[config.mk]
export PLATFORM = sky130hd
export DESIGN_NAME = hsmc_link_rx_flat
export DESIGN_NICKNAME = d
export VERILOG_FILES = /design/src/rtl/hsmc_link_rx_if.sv /design/src/rtl/hsmc_link_rx.sv /design/src/flat_wrapper.sv
export SDC_FILE = /design/constraint.sdc
export NUM_CORES = 1
export LEC_CHECK = 0
export ABC_AREA = 1
export CAP_MARGIN = 15
export CORE_ASPECT_RATIO = 0.8
export CORE_MARGIN = 1
export CORE_UTILIZATION = 62
export DETAILED_ROUTE_END_ITERATION = 10
export PLACE_DENSITY = 0.8
export SLEW_MARGIN = 20
export SYNTH_ARGS = -nofsm -noshare
export SYNTH_HDL_FRONTEND = slang
export SYNTH_SLANG_ARGS = --single-unit
[constraint.sdc]
create_clock -name OSC_50_B8A -period 2.6 [get_ports OSC_50_B8A]
set_input_delay 0.39 -clock OSC_50_B8A [delete_from_list [all_inputs] [get_ports OSC_50_B8A]]
set_output_delay 0.39 -clock OSC_50_B8A [all_outputs]
set_load 0.02 [all_outputs]
[src/rtl/hsmc_link_rx_if.sv]
// -----------------------------------------------------------------------------
// hsmc_link_rx_if
// Ready/valid payload stream leaving the HSMC receive block.
//
//   rx_data  [15:0]  payload word at the FIFO head
//   rx_valid         head word present
//   rx_last          head word is the final payload word of its frame
//   rx_ready         consumer accepts the head word this cycle
//
// Modports: master = producer (hsmc_link_rx), slave = fabric consumer.
// -----------------------------------------------------------------------------
interface hsmc_link_rx_if;
    logic [15:0] rx_data;
    logic        rx_valid;
    logic        rx_last;
    logic        rx_ready;

    modport master (output rx_data, output rx_valid, output rx_last, input rx_ready);
    modport slave  (input rx_data, input rx_valid, input rx_last, output rx_ready);
endinterface

[src/rtl/hsmc_link_rx.sv]
// -----------------------------------------------------------------------------
// hsmc_link_rx
// Receive end of the board-to-board HSMC parallel link. The 17 asynchronous
// lanes are synchronised, lane 16 is a toggle strobe marking each new word,
// words are framed as {8'hA5, LEN}, LEN payload words, 16-bit sum checksum.
// Payload goes out through a registered-head FIFO on a ready/valid stream.
//
// Ports:
//   OSC_50_B8A    in   50 MHz clock, all logic on the rising edge
//   RESET         in   synchronous active-high reset
//   hsmc_rx[16:0] in   raw lanes: [16] strobe, [15:0] data
//   rx            master modport of hsmc_link_rx_if (data/valid/last/ready)
//   frame_ok      out  1-cycle pulse: frame complete, checksum good, no drops
//   frame_err     out  1-cycle pulse: bad header, bad checksum, drop, timeout
//   overflow      out  sticky: a payload word was dropped on a full FIFO
//   clr_overflow  in   clears overflow (a new drop on the same cycle wins)
//
// Optional feature: define HSMC_RX_TIMEOUT_EN to abort a frame after TIMEOUT
// cycles without a strobe event while in PAYLOAD or CHECK.
// -----------------------------------------------------------------------------
module hsmc_link_rx #(
    parameter int SYNC_STAGES = 2,
    parameter int SETTLE      = 2,
    parameter int FIFO_DEPTH  = 16,
    parameter int TIMEOUT     = 4096
) (
    input  logic                  OSC_50_B8A,
    input  logic                  RESET,
    input  logic [16:0]           hsmc_rx,
    hsmc_link_rx_if.master        rx,
    output logic                  frame_ok,
    output logic                  frame_err,
    output logic                  overflow,
    input  logic                  clr_overflow
);

    localparam int AW = $clog2(FIFO_DEPTH);
    localparam int SW = (SETTLE < 2) ? 1 : $clog2(SETTLE + 1);

    if (SYNC_STAGES < 2 || SETTLE < 1 || FIFO_DEPTH < 4 || FIFO_DEPTH > 256 ||
        (1 << AW) != FIFO_DEPTH || TIMEOUT < 2) begin : g_param_check
        $error("hsmc_link_rx: illegal parameter combination");
    end

    typedef enum logic [1:0] {ST_IDLE, ST_PAYLOAD, ST_CHECK} state_e;

    // ---------------- registers and next-state ----------------
    logic [SYNC_STAGES-1:0][16:0] sync_q, sync_d;
    logic                         strobe_q;
    logic                         busy_q, busy_d;
    logic [SW-1:0]                cnt_q, cnt_d;
    logic                         word_vld_q, word_vld_d;
    logic [15:0]                  word_q, word_d;

    state_e                       state_q, state_d;
    logic [7:0]                   rem_q, rem_d;
    logic [15:0]                  csum_q, csum_d;
    logic                         drop_q, drop_d;
    logic                         ok_q, ok_d, err_q, err_d;

    logic [16:0]                  mem [FIFO_DEPTH];
    logic [AW-1:0]                wr_ptr_q, wr_ptr_d, rd_ptr_q, rd_ptr_d;
    logic [AW:0]                  count_q, count_d, count_after_pop;
    logic                         out_valid_q, out_valid_d;
    logic [16:0]                  out_q, out_d;
    logic                         overflow_q, overflow_d;

    logic [16:0] sync_w;
    logic        evt;
    logic        push, push_last, push_acc, push_drop, pop, fifo_full;

`ifdef HSMC_RX_TIMEOUT_EN
    localparam int TW = $clog2(TIMEOUT + 1);
    logic [TW-1:0] tmo_q, tmo_d;
    logic          tmo_fire;
`endif

    // ---------------- synchroniser and word capture ----------------
    assign sync_d = {sync_q[SYNC_STAGES-2:0], hsmc_rx};
    assign sync_w = sync_q[SYNC_STAGES-1];
    assign evt    = sync_w[16] ^ strobe_q;

    // The strobe history follows the synchroniser every cycle, so events that
    // land inside the settle window are consumed without starting a capture.
    always_comb begin : capture_comb
        // NOTE: every variable gets a default first so no path leaves it
        // unassigned; otherwise a latch is inferred.
        busy_d     = busy_q;
        cnt_d      = cnt_q;
        word_vld_d = 1'b0;
        word_d     = word_q;
        if (busy_q) begin
            if (cnt_q == SW'(1)) begin
                busy_d     = 1'b0;
                word_vld_d = 1'b1;
                word_d     = sync_w[15:0];
            end else begin
                cnt_d = cnt_q - SW'(1);
            end
        end else if (evt) begin
            busy_d = 1'b1;
            cnt_d  = SW'(SETTLE);
        end
    end

`ifdef HSMC_RX_TIMEOUT_EN
    // Counts idle cycles since the last strobe event while a frame is open.
    always_comb begin : timeout_comb
        tmo_d    = (state_q == ST_IDLE || evt) ? '0 : tmo_q + TW'(1);
        tmo_fire = (state_q != ST_IDLE) && !evt && (tmo_d == TW'(TIMEOUT));
    end
`endif

    // ---------------- frame state machine ----------------
    always_comb begin : fsm_comb
        state_d   = state_q;
        rem_d     = rem_q;
        csum_d    = csum_q;
        drop_d    = drop_q;
        push      = 1'b0;
        push_last = 1'b0;
        ok_d      = 1'b0;
        err_d     = 1'b0;
        case (state_q)
            ST_IDLE: begin
                if (word_vld_q) begin
                    if (word_q[15:8] == 8'hA5 && word_q[7:0] != 8'd0) begin
                        rem_d   = word_q[7:0];
                        csum_d  = '0;
                        drop_d  = 1'b0;
                        state_d = ST_PAYLOAD;
                    end else begin
                        err_d = 1'b1;
                    end
                end
            end
            ST_PAYLOAD: begin
                if (word_vld_q) begin
                    push      = 1'b1;
                    push_last = (rem_q == 8'd1);
                    csum_d    = csum_q + word_q;
                    rem_d     = rem_q - 8'd1;
                    if (fifo_full && !pop) drop_d = 1'b1;
                    if (rem_q == 8'd1) state_d = ST_CHECK;
                end
            end
            ST_CHECK: begin
                if (word_vld_q) begin
                    if (word_q == csum_q && !drop_q) ok_d  = 1'b1;
                    else                             err_d = 1'b1;
                    state_d = ST_IDLE;
                end
            end
            default: state_d = ST_IDLE;
        endcase
`ifdef HSMC_RX_TIMEOUT_EN
        // Abort takes precedence over a word captured on the same cycle.
        if (tmo_fire) begin
            state_d   = ST_IDLE;
            push      = 1'b0;
            push_last = 1'b0;
            drop_d    = drop_q;
            ok_d      = 1'b0;
            err_d     = 1'b1;
        end
`endif
    end

    // ---------------- output FIFO ----------------
    // The head word lives in out_q; the array keeps every queued entry
    // including the head, so the new head is read from rd_ptr_d, or taken
    // straight from the push when the FIFO is (or becomes) otherwise empty.
    always_comb begin : fifo_comb
        fifo_full       = (count_q == (AW + 1)'(FIFO_DEPTH));
        pop             = out_valid_q && rx.rx_ready;
        push_acc        = push && (!fifo_full || pop);
        push_drop       = push && fifo_full && !pop;
        wr_ptr_d        = wr_ptr_q + AW'(push_acc);
        rd_ptr_d        = rd_ptr_q + AW'(pop);
        count_after_pop = count_q - (AW + 1)'(pop);
        count_d         = count_after_pop + (AW + 1)'(push_acc);
        out_valid_d     = (count_d != '0);
        out_d           = out_q;
        if (count_d != '0) begin
            if (push_acc && count_after_pop == '0) out_d = {push_last, word_q};
            else                                   out_d = mem[rd_ptr_d];
        end
        overflow_d = push_drop ? 1'b1 : (clr_overflow ? 1'b0 : overflow_q);
    end

    // NOTE: the storage array carries no reset; the pointers and count are
    // reset, so stale entries are never observed.
    always_ff @(posedge OSC_50_B8A) begin : fifo_mem
        if (push_acc) mem[wr_ptr_q] <= {push_last, word_q};
    end

    always_ff @(posedge OSC_50_B8A) begin : regs
        // NOTE: non-blocking assignments throughout, so every register
        // samples its next-state value from before this edge.
        if (RESET) begin
            sync_q      <= '0;
            strobe_q    <= 1'b0;
            busy_q      <= 1'b0;
            cnt_q       <= '0;
            word_vld_q  <= 1'b0;
            word_q      <= '0;
            state_q     <= ST_IDLE;
            rem_q       <= '0;
            csum_q      <= '0;
            drop_q      <= 1'b0;
            ok_q        <= 1'b0;
            err_q       <= 1'b0;
            wr_ptr_q    <= '0;
            rd_ptr_q    <= '0;
            count_q     <= '0;
            out_valid_q <= 1'b0;
            out_q       <= '0;
            overflow_q  <= 1'b0;
`ifdef HSMC_RX_TIMEOUT_EN
            tmo_q       <= '0;
`endif
        end else begin
            sync_q      <= sync_d;
            strobe_q    <= sync_w[16];
            busy_q      <= busy_d;
            cnt_q       <= cnt_d;
            word_vld_q  <= word_vld_d;
            word_q      <= word_d;
            state_q     <= state_d;
            rem_q       <= rem_d;
            csum_q      <= csum_d;
            drop_q      <= drop_d;
            ok_q        <= ok_d;
            err_q       <= err_d;
            wr_ptr_q    <= wr_ptr_d;
            rd_ptr_q    <= rd_ptr_d;
            count_q     <= count_d;
            out_valid_q <= out_valid_d;
            out_q       <= out_d;
            overflow_q  <= overflow_d;
`ifdef HSMC_RX_TIMEOUT_EN
            tmo_q       <= tmo_d;
`endif
        end
    end

    assign rx.rx_data  = out_q[15:0];
    assign rx.rx_last  = out_q[16];
    assign rx.rx_valid = out_valid_q;
    assign frame_ok    = ok_q;
    assign frame_err   = err_q;
    assign overflow    = overflow_q;

endmodule

[src/flat_wrapper.sv]
// flat-port wrapper written by rule: the top's interface ports become plain ports
module hsmc_link_rx_flat 
#(
    parameter int SYNC_STAGES = 2,
    parameter int SETTLE      = 2,
    parameter int FIFO_DEPTH  = 16,
    parameter int TIMEOUT     = 4096
)
  (OSC_50_B8A, RESET, hsmc_rx, frame_ok, frame_err, overflow, clr_overflow, rx_rx_data, rx_rx_valid, rx_rx_last, rx_rx_ready);
  hsmc_link_rx_if rx_i ();
  input  logic OSC_50_B8A;
  input  logic RESET;
  input  logic [16:0] hsmc_rx;
  output logic frame_ok;
  output logic frame_err;
  output logic overflow;
  input  logic clr_overflow;
  output wire logic [$bits(rx_i.rx_data)-1:0] rx_rx_data;
  output wire logic [$bits(rx_i.rx_valid)-1:0] rx_rx_valid;
  output wire logic [$bits(rx_i.rx_last)-1:0] rx_rx_last;
  input wire logic [$bits(rx_i.rx_ready)-1:0] rx_rx_ready;
  assign rx_rx_data = rx_i.rx_data;
  assign rx_rx_valid = rx_i.rx_valid;
  assign rx_rx_last = rx_i.rx_last;
  assign rx_i.rx_ready = rx_rx_ready;
  hsmc_link_rx #(.SYNC_STAGES(SYNC_STAGES), .SETTLE(SETTLE), .FIFO_DEPTH(FIFO_DEPTH), .TIMEOUT(TIMEOUT)) u_core (.OSC_50_B8A(OSC_50_B8A), .RESET(RESET), .hsmc_rx(hsmc_rx), .rx(rx_i), .frame_ok(frame_ok), .frame_err(frame_err), .overflow(overflow), .clr_overflow(clr_overflow));
endmodule
; ---- Word-level counts from Yosys, hierarchy flattened
; Memory sizes are Yosys's and may differ from the RTL's.
; Cells that the tools add are included.
[word_totals]
wordCells = 112
ram_bits = 272
memories = 1
latch_bits = 0
inputBits = 21
romBits = 0
reg_bits = 116
[classes]
n_addsub = 7
div_mod_pow = 0
bitwise = 4
n_shift = 0
n_reduce_logical = 26
eq_ne = 14
muxes = 41
mul = 0
magnitude_cmp = 0
[memory_table]
columns = memory, depth, word_bits, rd, rd_clocked_by_memory_dff, write_ports, line
row1 = u_core.mem, 16, 17, 1, 0, 1, hsmc_link_rx.sv:61  ; logic [16:0] mem [FIFO_DEPTH];
[op_table]
columns = cell, count
row1 = two-way mux 16 bit, 3
row2 = one-hot mux 16 bit (2 select lines), 1
row3 = two-way mux 8 bit, 3
row4 = two-way mux 1 bit, 21
row5 = two-way mux 17 bit, 1
row6 = adder 16 bit, 1
row7 = == test 16 bit, 1
row8 = two-way mux 2 bit, 8
row9 = one-hot mux 8 bit (2 select lines), 1
row10 = != test 2 x 1 -> 1 bit (second input constant), 6
row11 = AND reduction 5 bit, 2
row12 = adder 4 x 1 -> 4 bit, 2
row13 = == test 8 x 1 -> 1 bit (second input constant), 1
row14 = == test 8 bit (second input constant), 1
row15 = logical AND 1 bit, 8
row16 = nonzero test 8 bit, 1
row17 = subtractor 8 x 1 -> 8 bit (second input constant), 1
row18 = one-hot mux 2 bit (3 select lines), 1
row19 = nonzero test 2 bit, 3
row20 = adder 5 x 1 -> 5 bit, 1
row21 = == test 5 bit (second input constant), 1
row22 = zero test 5 bit, 1
row23 = nonzero test 5 bit, 1
row24 = subtractor 5 x 1 -> 5 bit, 1
row25 = 14 further kinds, 21

; ---- Depth between registers and ports, before layout
[depth]
ltp_word = 6
mapped_depth = 18
depth_no_buf = 16

; ---- Least setup slack after synthesis
; OpenSTA, ideal clock, no wires.
[synth_timing]
path_kind = register to register
startpoint = register u_core.state_q[1]
endpoint = memory u_core.mem[11][0], enable pin
path_stages_with_launch = 9
t_arrival_ns = 1.989
synth_period_minus_slack_ns = 2.379
required_ns = 2.210
path_slack_ns = 0.221
cell_sequence = dfxtp_1 > inv_1 > nand2_2 > nor2_4 > inv_2 > nor2_2 > buf_2 > nand3_1 > nor2_1
[synth_via]
elab_chain_len = 5
[synth_rtl]
columns = element, line
row1 = "start, declared", hsmc_link_rx.sv:55  ; state_e state_q, state_d;
row2 = "start signal, assigned", hsmc_link_rx.sv:229  ; state_q <= state_d;
row3 = == test 2 x 1 -> 1 bit, hsmc_link_rx.sv:124  ; case (state_q)
row4 = two-way mux 1 bit, hsmc_link_rx.sv:124
row5 = logical AND 1 bit, hsmc_link_rx.sv:176  ; push_acc = push && (!fifo_full || pop);
row6 = two-way mux 1 bit, hsmc_link_rx.sv:194  ; if (push_acc) mem[wr_ptr_q] <= {push_last, word_q};
row7 = two-way mux 1 bit (implied by the code), hsmc_link_rx.sv:194
row8 = "end, declared", hsmc_link_rx.sv:61
; No other way between the ends.

; ---- Final worst setup path
[layout_timing]
startpoint = register u_core.out_valid_q (netlist: u_core.rx.rx_valid)
endpoint = register u_core.out_q[1]
[layout_lines]
columns = element, line
row1 = "start, declared", hsmc_link_rx.sv:64  ; logic out_valid_q, out_valid_d;
row2 = "start signal, assigned", hsmc_link_rx.sv:238  ; out_valid_q <= out_valid_d;
row3 = logical AND 1 bit, hsmc_link_rx.sv:175  ; pop = out_valid_q && rx.rx_ready;
row4 = adder 4 x 1 -> 4 bit, hsmc_link_rx.sv:179  ; rd_ptr_d = rd_ptr_q + AW'(pop);
row5 = via u_core.rd_ptr_d[1], hsmc_link_rx.sv:62  ; logic [AW-1:0] wr_ptr_q, wr_ptr_d, rd_ptr_q, rd_ptr_d;
row6 = memory read (16 x 17 bit), -
row7 = two-way mux 17 bit, hsmc_link_rx.sv:185  ; if (push_acc && count_after_pop == '0) out_d = {push_last, word_q};
row8 = "end signal, assigned", hsmc_link_rx.sv:239  ; out_q <= out_d;
row9 = "end, declared", hsmc_link_rx.sv:65  ; logic [16:0] out_q, out_d;
; The timed path passes the listed nets, and every way through them passes these cells.
; A chain may end at the register's enable or synchronous reset.

==> metrics <==
overall die area 27,600 um2; Ys Warns 0; total chip power 0.0164 W; CTS H-Tree Depth 2; initial antenna violation count 1; CP endpoint kind flop; GPL Wtd Cong 0.888; per-cell routed wire length 19.1 um; fin util 73.9%; Yosys reg bits 388; Internal 0.0113 W; grt total ovfl 0; min-delay src RESET; die width 186 um; clock-pin slew of the registers on the worst-case setup and hold paths 0.06 ns; Final Hold Vio Count 0; CTS tree yes; Overall Global Routing Usage 31.5%; Clk network pwr share 32.8%; Initial Utilization 63.4%; Layout Cells excl Fill 2,239; Setup TNS Final 0 ns; critical path class reg2reg; DRC 0; # IOs 42; Final min period 2.41 ns; post-synth net total 1,809; clock root cell clkbuf_16; total wire length 42,700 um; vias per cell 5.69; worst vdd ir 644 uV; Layout area overhead 16.6%; first-pass detailed-route iteration total 6; Setup Buffers After CTS 0; DR iter-0 viols 1,523; max cap viols 0; most frequent cells in the layout nand2_1, edfxtp_1, nor2_1, nand3_1, inv_1; outcome complete, no violations; clock skew 0.0203 ns; Worst Tran Pin Value 0.485 ns; Hold/Removal Path Class in2reg; sequential share of the synthesized area 62.7%; switch share 31.2%; crit-path max FO 28; Max Slew Vio Count 0; CTS Buf Count 37; RSZ-0062 raised after global routing false; CP startpoint u_core.rx.rx_valid; Tcrit/Tclk final 92.6%; Mapped Area 16,700 um2; EDFF count, synth 272; FFs w/ async S/R, synth 0%; die height 149 um; Startpoint Class flop; combinational share of power 25.3%; Cell variety after synth 39; Final nets 1,901; Post-Syn Area per Cell 9.50 um2; vias post-DR 12,741; largest net degree at the start of global routing 73; Max Root-Sink Buffers 3; Leakage 8.17 nW; CP required 3.01 ns; FMAX 0.415 GHz; placed cells 2,171; Setup-failing EPs final 0; first-pass GRT wire length 65,000 um; GR Layer Usage met3 5.32%; Buffers on Ports 41; Cell Pwr Density 841 nW/um2; fillers 1,806; Std-Cell Rows 53; core box area 26,400 um2; layout cell share with drive strength beyond 1 10.4%; clk_lat worst skew 0.53 ns; switching pwr 0.00511 W; vias in the first global route 12,026; reg2reg start u_core.rx.rx_valid; GR Util met1 43.5%; CTS Sinks 388; most common cell after layout, fill and taps aside nand2_1; Seq pwr share 42.0%; crit path DAT 2.82 ns; routing usage on met2 49.8%; Final ANT Viol Nets 0; Slew HR 67.6%; DP HPWL 27,300 um; flip-flop cell with the highest count after synthesis edfxtp_1; worst hold slack 0.364 ns; gr busiest metal met2; Post-Synthesis Cells 1,761; Inserted Diodes 0
==> path summary, 6_finish.rpt <==
kind | endpoint | cells past startpoint | slack (ns)
max reg2reg | u_core.out_q[1] | 13 | 0.19
max | u_core.out_q[1] | 13 | 0.19
min | u_core.sync_d[20] | 3 | 0.36
min reg2reg | u_core.sync_w[12] | 2 | 0.40
==> worst max-delay path: stages, from the launching register on <==
cell	delay, ns
dfxtp_1	0.34
nand2_1	0.14
inv_2	0.09
ha_4	0.17
ha_2	0.43
inv_2	0.12
buf_12	0.19
buf_4	0.16
nand3_1	0.08
nand3_1	0.08
nand3_1	0.09
nand3_1	0.19
nand4_1	0.15
nand2_1	0.06
==> cell type report <==
type / instances / area, um2 / share of cell area [%]
multi-input combinational: 1101 / 5220 / 26.8
clock buffer: 53 / 1090 / 5.59
timing repair buffer: 128 / 1380 / 7.10
clock inverter: 15 / 126 / 0.648
inverter: 197 / 741 / 3.80
tap: 357 / 447 / 2.29
sequential: 388 / 10500 / 53.8
==> metrics by stage <==
stage          worst slack, ns  area [um2]
2_1_floorplan            0.221       16700
3_3_place_gp            -0.241       18300
3_5_place_dp            -0.371       18300
4_1_cts                  0.124       19500
5_1_grt                 0.0474       19500
6_report                 0.191       19500
==> synthesized netlist by cell type, types with 2 or more instances <==
library cell  count  area share, %
nand2_1         358            8.0
nor2_1          286            6.4
edfxtp_1        272             49
nand3_1         195            5.8
inv_1           190            4.3
o21ai_0         117            3.5
dfxtp_1         116             14
a21oi_1          45            1.3
clkbuf_1         35           0.79
buf_2            32           0.96
ha_1             26            1.9
nand4_1          19           0.71
nor3_1            7           0.21
inv_2             6           0.13
nand2_2           6           0.22
buf_1             4          0.090
nor2_2            4           0.15
nor2_4            4           0.27
or2_2             4           0.15
xnor2_1           4           0.21
xor2_1            4           0.21
buf_6             3           0.20
a211oi_1          2          0.090
a21o_1            2          0.090
nand3_4           2           0.21
nand3b_1          2          0.090
nor4_1            2          0.075
xnor2_2           2           0.19
xor2_2            2           0.19
==> layer usage <==
metal	vias to the layer above	share of wire, %	routed length (um)
met1	5902	40	17000
met3	132	11	4550
met4	2	3.9	1650
li1	5988	-	-
met5	-	0.026	11
met2	717	46	19500
==> power by group through the flow <==
stage	clock network, W	logic [W]	registers (W)
after floorplan	0	0.00253	0.00708
after global placement	0	0.00390	0.00701
after detailed placement	0	0.00402	0.00700
after CTS	0.00541	0.00408	0.00687
after global routing	0.00565	0.00453	0.00688
final	0.00537	0.00414	0.00688
==> timing repair <==
item,4_1_cts,5_1_grt
gates resized for setup,1,2
cloned,0,0
hold buffers,0,0
setup endpoints to repair,1,12
==> cells by family (layout without fill, tap and decap cells) <==
family	after synthesis	count (layout)	synth area share, %
compound gates	169	169	5.18
xor+xnor	12	12	0.808
fa+ha+maj	27	27	2.07
flops	388	388	62.7
buf+inv	272	393	6.55
simple gates	893	893	22.7
==> sequential cells by signal, summed over array words and instances, names as in the netlist, 4 cells and up <==
| register | count |
|---|---|
| u_core.count_q | 5 |
| u_core.rd_ptr_q | 4 |
| u_core.sync_d | 17 |
| u_core.csum_q | 16 |
| u_core.word_q | 16 |
| u_core.sync_w | 17 |
| u_core.rem_q | 8 |
| u_core.wr_ptr_q | 4 |
| u_core.out_q | 17 |
| u_core.mem | 272 |
(Power assumes the default switching activity.)
